**src/rtl/loader_pkg.sv**
```systemverilog
// Shared state encoding and default widths for the LUT register-file loader.
package loader_pkg;
   localparam int DW_DEF = 8;
   localparam int AW_DEF = 2;

   typedef logic [1:0] state_t;

   localparam logic [1:0] ST_IDLE = 2'd0;
   localparam logic [1:0] ST_LOAD = 2'd1;
   localparam logic [1:0] ST_SCAN = 2'd2;
endpackage

```
**src/rtl/dwell_timer.sv**
```systemverilog
// Free-running dwell counter: TICK marks the last cycle of each DWELL-cycle window.
module dwell_timer #(
   parameter int DWELL = 12000000,
   parameter int CW    = 24
) (
   input  logic CLKIN,
   input  logic RESET,
   input  logic EN,
   input  logic CLR,
   output logic TICK
);
   localparam logic [CW-1:0] LAST = CW'(DWELL - 1);

   logic [CW-1:0] cnt_q;
   logic [CW-1:0] cnt_d;

   assign TICK = EN && (cnt_q == LAST);

   // Next count: clear wins, wrap after the tick, otherwise advance while enabled.
   always_comb begin
      cnt_d = cnt_q;
      if (CLR || TICK) begin
         cnt_d = '0;
      end else if (EN) begin
         cnt_d = cnt_q + 1'b1;
      end else begin
         cnt_d = cnt_q;
      end
   end

   // Counter register.
   always_ff @(posedge CLKIN or posedge RESET) begin
      if (RESET) begin
         cnt_q <= '0;
      end else begin
         cnt_q <= cnt_d;
      end
   end
endmodule

```
**src/rtl/regfile_loader.sv**
```systemverilog
// Fills the 4-entry LUT register file from a VALID/READY byte stream, then
// scans RADDR through every entry so the stored contents appear on J3.
module regfile_loader
   import loader_pkg::*;
#(
   parameter int DW    = DW_DEF,
   parameter int AW    = AW_DEF,
   parameter int DWELL = 12000000,
   parameter int CW    = 24
) (
   input  logic          CLKIN,
   input  logic          RESET,
   input  logic          START,
   input  logic [DW-1:0] DATA,
   input  logic          VALID,
   output logic          READY,
   output logic [AW-1:0] WADDR,
   output logic [DW-1:0] WDATA,
   output logic          WE,
   output logic [AW-1:0] RADDR,
   output logic          DONE
);
   // One extra count bit lets the final index be recognised without wrapping.
   localparam logic [AW:0] LAST_IDX = (AW + 1)'(2 ** AW - 1);

   state_t        state_q, state_d;
   logic [AW:0]   count_q, count_d;
   logic          we_q, we_d;
   logic [AW-1:0] waddr_q, waddr_d;
   logic [DW-1:0] wdata_q, wdata_d;
   logic [AW-1:0] raddr_q, raddr_d;
   logic          done_q, done_d;
   logic          accept_s;
   logic          tick_s;
   logic          dwell_en_s;

   assign READY      = (state_q == ST_LOAD);
   assign accept_s   = READY && VALID && !START;
   assign dwell_en_s = (state_q == ST_SCAN) && !START;

   dwell_timer #(.DWELL(DWELL), .CW(CW)) u_dwell (
      .CLKIN (CLKIN),
      .RESET (RESET),
      .EN    (dwell_en_s),
      .CLR   (!dwell_en_s),
      .TICK  (tick_s)
   );

   // FSM, write counter and output next-state logic; START always restarts a load.
   always_comb begin
      state_d = state_q;
      count_d = count_q;
      we_d    = 1'b0;
      waddr_d = waddr_q;
      wdata_d = wdata_q;
      raddr_d = raddr_q;
      done_d  = done_q;
      case (state_q)
         ST_IDLE: begin
            if (START) begin
               state_d = ST_LOAD;
               count_d = '0;
            end else begin
               state_d = ST_IDLE;
            end
         end
         ST_LOAD: begin
            if (START) begin
               count_d = '0;
               raddr_d = '0;
               done_d  = 1'b0;
            end else if (accept_s) begin
               we_d    = 1'b1;
               waddr_d = count_q[AW-1:0];
               wdata_d = DATA;
               count_d = count_q + 1'b1;
               if (count_q == LAST_IDX) begin
                  state_d = ST_SCAN;
                  raddr_d = '0;
                  done_d  = 1'b1;
               end else begin
                  state_d = ST_LOAD;
               end
            end else begin
               state_d = ST_LOAD;
            end
         end
         ST_SCAN: begin
            if (START) begin
               state_d = ST_LOAD;
               count_d = '0;
               raddr_d = '0;
               done_d  = 1'b0;
            end else if (tick_s) begin
               raddr_d = raddr_q + 1'b1;
            end else begin
               raddr_d = raddr_q;
            end
         end
         default: begin
            state_d = ST_IDLE;
            count_d = '0;
            raddr_d = '0;
            done_d  = 1'b0;
         end
      endcase
   end

   // State and output registers.
   always_ff @(posedge CLKIN or posedge RESET) begin
      if (RESET) begin
         state_q <= ST_IDLE;
         count_q <= '0;
         we_q    <= 1'b0;
         waddr_q <= '0;
         wdata_q <= '0;
         raddr_q <= '0;
         done_q  <= 1'b0;
      end else begin
         state_q <= state_d;
         count_q <= count_d;
         we_q    <= we_d;
         waddr_q <= waddr_d;
         wdata_q <= wdata_d;
         raddr_q <= raddr_d;
         done_q  <= done_d;
      end
   end

   assign WE    = we_q;
   assign WADDR = waddr_q;
   assign WDATA = wdata_q;
   assign RADDR = raddr_q;
   assign DONE  = done_q;
endmodule

```
**config.mk**
```make
export PLATFORM = sky130hd
export DESIGN_NAME = regfile_loader
export DESIGN_NICKNAME = d
export VERILOG_FILES = /design/src/rtl/loader_pkg.sv /design/src/rtl/dwell_timer.sv /design/src/rtl/regfile_loader.sv
export SDC_FILE = /design/constraint.sdc
export NUM_CORES = 1
export LEC_CHECK = 0
export ABC_CLOCK_PERIOD_IN_PS = 1600
export CORE_UTILIZATION = 49
export CTS_BUF_LIST = sky130_fd_sc_hd__clkbuf_4 sky130_fd_sc_hd__clkbuf_8 sky130_fd_sc_hd__clkbuf_16
export DETAILED_ROUTE_END_ITERATION = 7
export PLACE_DENSITY = 0.75
export SLEW_MARGIN = 20
export SYNTH_ARGS = -nofsm -noshare
export SYNTH_HDL_FRONTEND = slang
export SYNTH_SLANG_ARGS = --single-unit
export TNS_END_PERCENT = 100
```
**constraint.sdc**
```tcl
create_clock -name CLKIN -period 1.6 [get_ports CLKIN]
set_clock_uncertainty 0.1 [all_clocks]
set_input_delay 0.16 -clock CLKIN [delete_from_list [all_inputs] [get_ports CLKIN]]
set_output_delay 0.16 -clock CLKIN [all_outputs]
set_load 0.05 [all_outputs]
```
==> results.ini <==
[status]
status=complete, but fails checks
violations=setup timing

[floorplanning]
rows=23
ios=27
core_mm2=0.004058
die_area_mm2=0.004577
initial_utilization_pct=52.05
dieHeight_um=67.65
die_w_um=67.65

[yosys]
syn-cell-area_mm2=0.002112
ys_seq_elements=43
synthTopCellsByArea=dfrtp_1, mux2_2, xor2_1, nor2_1, nand4_1
syn_inst=198
yosysTopAreaCellShare_pct=50.95
synth_edf_count=0
async_reset_ff_share_pct=100.0
ys_seq_area_share_pct=50.95
yosysTopAreaCell=dfrtp_1
synth_cell_types=41
avgSynthCellArea_um2=10.67
synth_top_flop_cell=dfrtp_1
synth_nets=213
yosys_warnings=0

[cells_and_area]
area_growth_syn_to_layout_pct=40.05
design_area_mm2=0.002958
nFillCells=281
multiInputGateArea_mm2=0.001046
fin_util_pct=72.90
drive_above_1_share_pct=39.49
seq_area_mm2=0.001080
nets=290
antenna_cells=0

[global_routing]
met1_usage_pct=32.65
antenna_found_initial=0
grt_usage_pct=23.78
grt_util_met2_pct=37.50
grt_pass1_wl_um=8100
grt_max_degree=44
grt-busiest-layer=met2
grt_overflow_total=0
grt_pass1_vias=1777
grt_use_met3_pct=3.885

[critical_path]
ff2ff_path_depth=4
worstReg2RegEnd=u_dwell.cnt_q[22]
path_class=flip-flop to flip-flop
cp_data_arrival_time_ns=1.80
reg2reg_slack_ns=-0.08
critical_path.max_fanout=5
setup.worst_path.start=u_dwell.cnt_q[13]
critPathRequiredTime_ns=1.72
worstSetupEndpointType=flip-flop
reg2reg_from=u_dwell.cnt_q[13]
worstSetupStartpointType=flip-flop

[routing]
wl_per_cell_um=14.55
route.antenna.remaining_nets=0
initialDrtViolationCount=115
drt-vias-per-instance=5.540
num_vias=1806
drcViolationCount=0
drt_pre_antenna_iters=4
drt_wl_total_um=4744

[placement]
hpwl_um=3260
place_congestion=0.9213
port_buffers=26
postPlaceCellArea_mm2=0.002749

[run]
maxCapViolCount=0

[power]
p_leak_uw=0.001314
p_sw_uw=653.3
power.density_mw_per_mm2=759.0
p_int_uw=1592
clockPowerShare_pct=31.6
p_seq_share_pct=51.6
p_comb_share_pct=16.9
ir_drop_v=0.0005675
swShare_pct=29.10

[sta]
setup_ws_ns=-0.08090
whs_ns=0.09355
slew_headroom_pct=82.45
fin_crit_ns=1.681
worst_slew_pin_slew_ns=0.2596
finalCritPeriodShare_pct=105.1
fmax_ghz=0.5949
grt_setup_unrepaired=true
tns_ns=-0.7473
setup_violations=23
drv_slew=0
finalHoldViolations=0

[min_path]
hp-class=primary input to asynchronous set/reset pin

[clock_tree]
cts_buffers=5
clkTransAtPathRegs_ns=0.09
clock_path_buffers=2
cts_htree_levels=2
tritoncts=yes
cts.sinks=43
clkLatencyLatePin_ns=0.30
clock_tree.root_cell=clkbuf_8

==> final cells by class <==
cell class / count / area share (%)
flip-flops and latches: 43 / 36.51
multi-input cells: 142 / 35.36
inverters: 5 / 0.6345
well taps: 50 / 2.115
clock buffers: 5 / 2.327
clock inverters: 3 / 0.8037
repair buffers: 78 / 22.25
==> how the worst max path moves through the flow <==
stage | slack [ns] | cells past startpoint | endpoint
2_1_floorplan | -0.03 | 4 | RADDR[0]
3_3_place_gp | -0.12 | 5 | WDATA[4]
3_5_place_dp | -0.17 | 5 | WDATA[4]
4_1_cts | -0.03 | 4 | u_dwell.cnt_q[22]
5_1_grt | -0.16 | 5 | u_dwell.cnt_q[3]
6_report | -0.08 | 4 | u_dwell.cnt_q[22]
==> cell families after synthesis <==
logic type      count (synthesis)  synth area share, %
buf+inv                        14                3.792
flops                          43                50.95
xor+xnor                       13                5.391
simple gates                   82                22.69
compound gates                 32                9.598
mux                            11                5.806
fa+ha+maj                       3                1.777
==> cells in the final DEF (no fill, tap or decap), types with 6 or more instances in the layout <==
cell type and n:
buf_4 62, dfrtp_1 40, nor2_1 19, nand2_1 12
xor2_1 12, clkdlybuf4s50_1 11, nand4_1 10, mux2_2 10
a21oi_1 10, nand3_1 6, o31ai_1 6, or4_1 6
==> Yosys cell counts (5+ instances only) <==
cell / instances
o21ai_0: 5
inv_1: 5
o31ai_1: 7
nand4_1: 10
dfrtp_1: 43
mux2_2: 10
or4_1: 6
nand2_1: 13
nor2_1: 19
xor2_1: 12
a21oi_1: 12
nand3_1: 6
==> power groups by stage <==
stage,combinational (uW),sequential (uW),clock (uW)
floorplan,86.3,1320,0
global placement,375,1180,0
detailed placement,379,1180,0
CTS,380,1160,732
global route,403,1170,780
finish,379,1160,709
==> layer usage <==
| metal | wire (um) | up-vias |
|---|---|---|
| met2 | 2260 | 46 |
| met3 | 191 | 12 |
| li1 | - | 876 |
| met4 | 104 | 0 |
| met1 | 2188 | 872 |
| met5 | 0 | - |
==> stage by stage <==
stage,worst slack [ns],total power (uW),std cells
floorplan,-0.03426,1411,198
global placement,-0.1216,1553,313
detailed placement,-0.1658,1558,313
CTS,-0.02653,2270,326
global route,-0.1638,2348,326
finish,-0.08090,2245,326
==> state kept, by name, indices dropped and copies added, names as in the netlist <==
register,cells
u_dwell.cnt_q,24
WDATA,8
DONE,1
state_q,2
WADDR,2
WE,1
RADDR,2
count_q,3
==> worst max-delay path, stage by stage, from the launching register on <==
cell and delay [ns]:
dfrtp_1 0.47, and4_4 0.31, nand4_4 0.13, or4_1 0.48, a21oi_1 0.13
==> what timing repair did <==
| item | CTS | global route |
|---|---|---|
| hold buffers | 0 | 0 |
| endpoints found under the setup margin | 25 | 35 |
| setup buffers | 4 | 0 |
| cloned | 1 | 0 |
| pin swaps | 9 | 1 |
| resized for setup | 14 | 6 |
(Power assumes the default switching activity.)
==> patch 1: new RTL, same flow settings <==
Take the reset off `wdata_q` and load it in a clocked block of its own.
--- a/src/rtl/regfile_loader.sv
+++ b/src/rtl/regfile_loader.sv
@@ -113,7 +113,6 @@
          count_q <= '0;
          we_q    <= 1'b0;
          waddr_q <= '0;
-         wdata_q <= '0;
          raddr_q <= '0;
          done_q  <= 1'b0;
       end else begin
@@ -121,10 +120,13 @@
          count_q <= count_d;
          we_q    <= we_d;
          waddr_q <= waddr_d;
-         wdata_q <= wdata_d;
          raddr_q <= raddr_d;
          done_q  <= done_d;
       end
+   end
+
+   always_ff @(posedge CLKIN) begin
+      wdata_q <= wdata_d;
    end
 
    assign WE    = we_q;
Behaviour: differs if RESET is asserted again (counterexample within 4 cycles, from zero or initial values and one cycle with RESET high); with RESET held inactive, the same outputs for 10 cycles.
==> patch 1 against the original RTL <==
  * The flow still finishes with violations (setup timing)
  * Sequential cell count did not move
  * Power grew 5.0%
  * Maximum frequency shrank 15%
  * Synthesized area down 5.0%
  * Routed wire length increased by 23%
  * Final area increased by 1.7%
  * Setup slack lost 0.30 ns
==> patch 1: results (changes against the original RTL) <==
| Metric | Value |
|---|---|
| Initial DRC Count | 155 (+35%) |
| Met1 Track Usage GR | 32.2% (-0.48 points) |
| Number of synthesized flops with an enable pin | 8 (+8) |
| Slew headroom | 70.0% (-12 points) |
| Number of instances in the placed design | 311 (-0.64%) |
| Fillcell total | 219 (-22%) |
| Failing checks | setup timing |
| Tightest Hold Check Type | input pin to async pin |
| Critical Path Max Stage Delay | 0.58 ns (+0.10 ns) |
| Worst-path clk slew | 0.08 ns |
| Final RePlAce weighted congestion | 0.778 (-16%) |
| Layout cell share with drive strength beyond 1 | 41.6% (+2.1 points) |
| Number of max-cap violations | 0 (unchanged) |
| Met3 usage | 5.00% (+1.1 points) |
| Synth Area in Compound Gates | 12.0% (+2.4 points) |
| Register area share after synthesis | 55.6% (+4.7 points) |
| Largest cells by area after synthesis | dfrtp_1, edfxtp_1, a21oi_1, nor2_1, xnor2_1 |
| Post-Synth Adder-Cell Area | 1.87% (+0.093 points) |
| Max FFs per register | 24 (unchanged) |
| Setup Viol. Count Final | 25 (+8.7%) |
| Setup TNS | -6.07 ns (-5.32 ns) |
| VDD IR max | 0.592 mV (+4.3%) |
| HPWL after DPL | 3490 um (+7.2%) |
| Register-to-Register Path Depth | 4 (unchanged) |
| Via density | 5.81 (+4.9%) |
| Critical path peak fanout | 8 (+3) |
| Met2 WL | 3050 um (+35%) |
| Length of routed wiring on met1 | 2350 um (+7.6%) |
| Mux share of post-synthesis cell area | 1.12% (-4.7 points) |
| LEAKAGE | 1.26 nW (-4.2%) |
| Largest net degree at the start of global routing | 36 (-18%) |
| Power per cell area | 784 nW/um2 (+3.2%) |
| Synth Area in XOR/XNOR | 3.93% (-1.5 points) |
| Synthesis Warnings | 0 (unchanged) |
| Fin cells | 327 (+0.31%) |
| Vias in the first global route | 1841 (+3.6%) |
| Asr flop ratio synth | 81.4% (-19 points) |
| Synth top cells by count | dfrtp_1, nor2_1, a21oi_1 |
| H-tree Lvls | 2 (unchanged) |
| Syn_nets | 210 (-1.4%) |
| Critical path launch point | u_dwell.cnt_q[7] |
| GRT Util Overall | 26.6% (+2.8 points) |
| Synth unique cells | 40 (-2.4%) |
| Internal Power | 1.86 mW (+17%) |
| Comb group | 0.197 mW (-48%) |
| WL per Instance | 17.8 um (+23%) |
| Sequential Power Share | 48.8% (-2.8 points) |
| Global-route wire length before repair | 8560 um (+5.6%) |
| Worst Path Arrival | 2.11 ns (+0.31 ns) |
| CP endpoint | u_dwell.cnt_q[23] |
| # nets final | 293 (+1.0%) |
| Worst setup margin | -0.376 ns (-0.295 ns) |
| Routed length on met3 | 249 um (+30%) |
| GR Util met2 | 45.8% (+8.3 points) |
| Post-synthesis instance total | 195 (-1.5%) |
| Cell with the largest stage delay on the worst path | or4_4 |
| Outcome | finished, violations left |
## patch 1: layout make-up
class / count / share of cell area, %
clock buffers: 6 / 2.54
inverters: 10 / 1.25
flip-flops and latches: 43 / 37.1
repair buffers: 84 / 22.9
clock inverters: 2 / 2.00
well taps: 48 / 2.00
multi-input cells: 134 / 32.2
## patch 1: stage by stage
| step | setup slack, ns | hold slack [ns] | cell area (um2) |
|---|---|---|---|
| after floorplan | -0.396 | 0.159 | 2020 |
| after global placement | -0.284 | 0.394 | 2650 |
| after detailed placement | -0.370 | 0.397 | 2650 |
| after CTS | -0.314 | 0.187 | 2930 |
| after global routing | -0.418 | 0.195 | 3010 |
| final | -0.376 | 0.164 | 3010 |
## patch 1: repair_timing
action / CTS / global route
setup buffers: 5 / 1
gates resized for setup: 24 / 16
pin swaps: 24 / 6
endpoints found under the hold margin: 0 / 0
cloned: 2 / 0
endpoints found under the setup margin: 25 / 27
==> patch 2: new RTL, same flow settings <==
Without the edit above. Set the package constant `DW_DEF` to 10 (it was 8).
--- a/src/rtl/loader_pkg.sv
+++ b/src/rtl/loader_pkg.sv
@@ -1,6 +1,6 @@
 // Shared state encoding and default widths for the LUT register-file loader.
 package loader_pkg;
-   localparam int DW_DEF = 8;
+   localparam int DW_DEF = 10;
    localparam int AW_DEF = 2;
 
    typedef logic [1:0] state_t;
Ports: changed (resized DATA and WDATA); port bits go from 27 to 31. The function was not compared with the original's and may differ.
==> patch 2 against the original RTL <==
  * The run ends with hold timing, setup timing left
  * Sequential cell count increased by 2
  * Synthesized area increased by 1.8%
  * Final area grew 5.5%
  * Hold slack got worse by 0.097 ns
  * Power grew 9.0%
  * Setup slack improved by 0.0091 ns
  * Combinational power is 25% higher
  * Routed wire length increased by 3.0%
  * First-iteration DRC count is 0.87% lower
  * Critical path type unchanged
  * Largest cell class unchanged
==> patch 2: results (changes against the original RTL) <==
| Metric | Value |
|---|---|
| Outcome | finished, violations left |
| Failing checks | hold timing, setup timing |
| Largest cells by area after synthesis | dfrtp_1, mux2_2, a21oi_1, nor2_1, nand2_1 |
| Fillcell total | 287 (+2.1%) |
| Comb_multi_in | 145 (+2.1%) |
| Worst setup margin | -0.0718 ns (+0.00913 ns) |
| HPWL after DPL | 3430 um (+5.1%) |
| Worst Path Arrival | 1.82 ns (+0.02 ns) |
| Syn_nets | 218 (+2.3%) |
| Initial DRC Count | 114 (-0.87%) |
| Non-clock buffer share | 24.4% (+2.2 points) |
| Non-clock inverters | 4 (-1) |
| Met2 WL | 2430 um (+7.7%) |
| Layout cell share with drive strength beyond 1 | 40.9% (+1.4 points) |
| Critical path peak fanout | 7 (+2) |
| Hold_ws | -0.00368 ns (-0.0972 ns) |
| Hold Vio Cnt, Final | 4 (+4) |
| GRT Util Overall | 22.2% (-1.6 points) |
| Multi-input gate area in the final layout | 1060 um2 (+1.3%) |
| Cell with the largest stage delay on the worst path | or4_4 |
| Launch point of the worst reg-to-reg path | u_dwell.cnt_q[0] |
| Synth Area in Compound Gates | 9.84% (+0.24 points) |
| # nets final | 307 (+5.9%) |
| Clk sinks | 45 (+4.7%) |
| Setup Viol. Count Final | 23 (unchanged) |
| Met3 usage | 7.33% (+3.4 points) |
| Synth top cells by count | dfrtp_1, nor2_1, nand2_1 |
| Largest net degree at the start of global routing | 23 (-48%) |
| Worst-margin pin slew | 0.475 ns (+0.215 ns) |
| Worst skew pair latency | 0.32 ns (+0.02 ns) |
| Final RePlAce weighted congestion | 0.853 (-7.4%) |
| Number of instances in the placed design | 321 (+2.6%) |
| Post-Synth Adder-Cell Area | 1.75% (-0.031 points) |
| Fin cells | 341 (+4.6%) |
| Synth Area in XOR/XNOR | 4.48% (-0.91 points) |
patch 2: changes by cell type after synthesis, moves of 4 or more:
cell | unedited run | this run
xor2_1 | 12 | 6
o21ai_0 | 5 | 10
or3_1 | 2 | 7
and4_1 | 4 | 0
o31ai_1 | 7 | 3
xnor2_1 | 1 | 5
patch 2: power by group:
| part | switching, mW | internal [mW] | total [mW] |
|---|---|---|---|
| Sequential | 0.0281 | 1.19 | 1.22 |
| Combinational | 0.279 | 0.193 | 0.472 |
| Clock | 0.437 | 0.319 | 0.755 |
patch 2: metrics by stage:
stage	setup WS (ns)	power (mW)	instance area (um2)	TNS, ns
2_1_floorplan	-0.0331	1.54	2210	-0.0544
3_3_place_gp	-0.163	1.70	2880	-1.74
3_5_place_dp	-0.183	1.71	2880	-2.16
4_1_cts	-0.0721	2.47	3020	-0.648
5_1_grt	-0.130	2.55	3120	-1.77
6_report	-0.0718	2.45	3120	-0.663
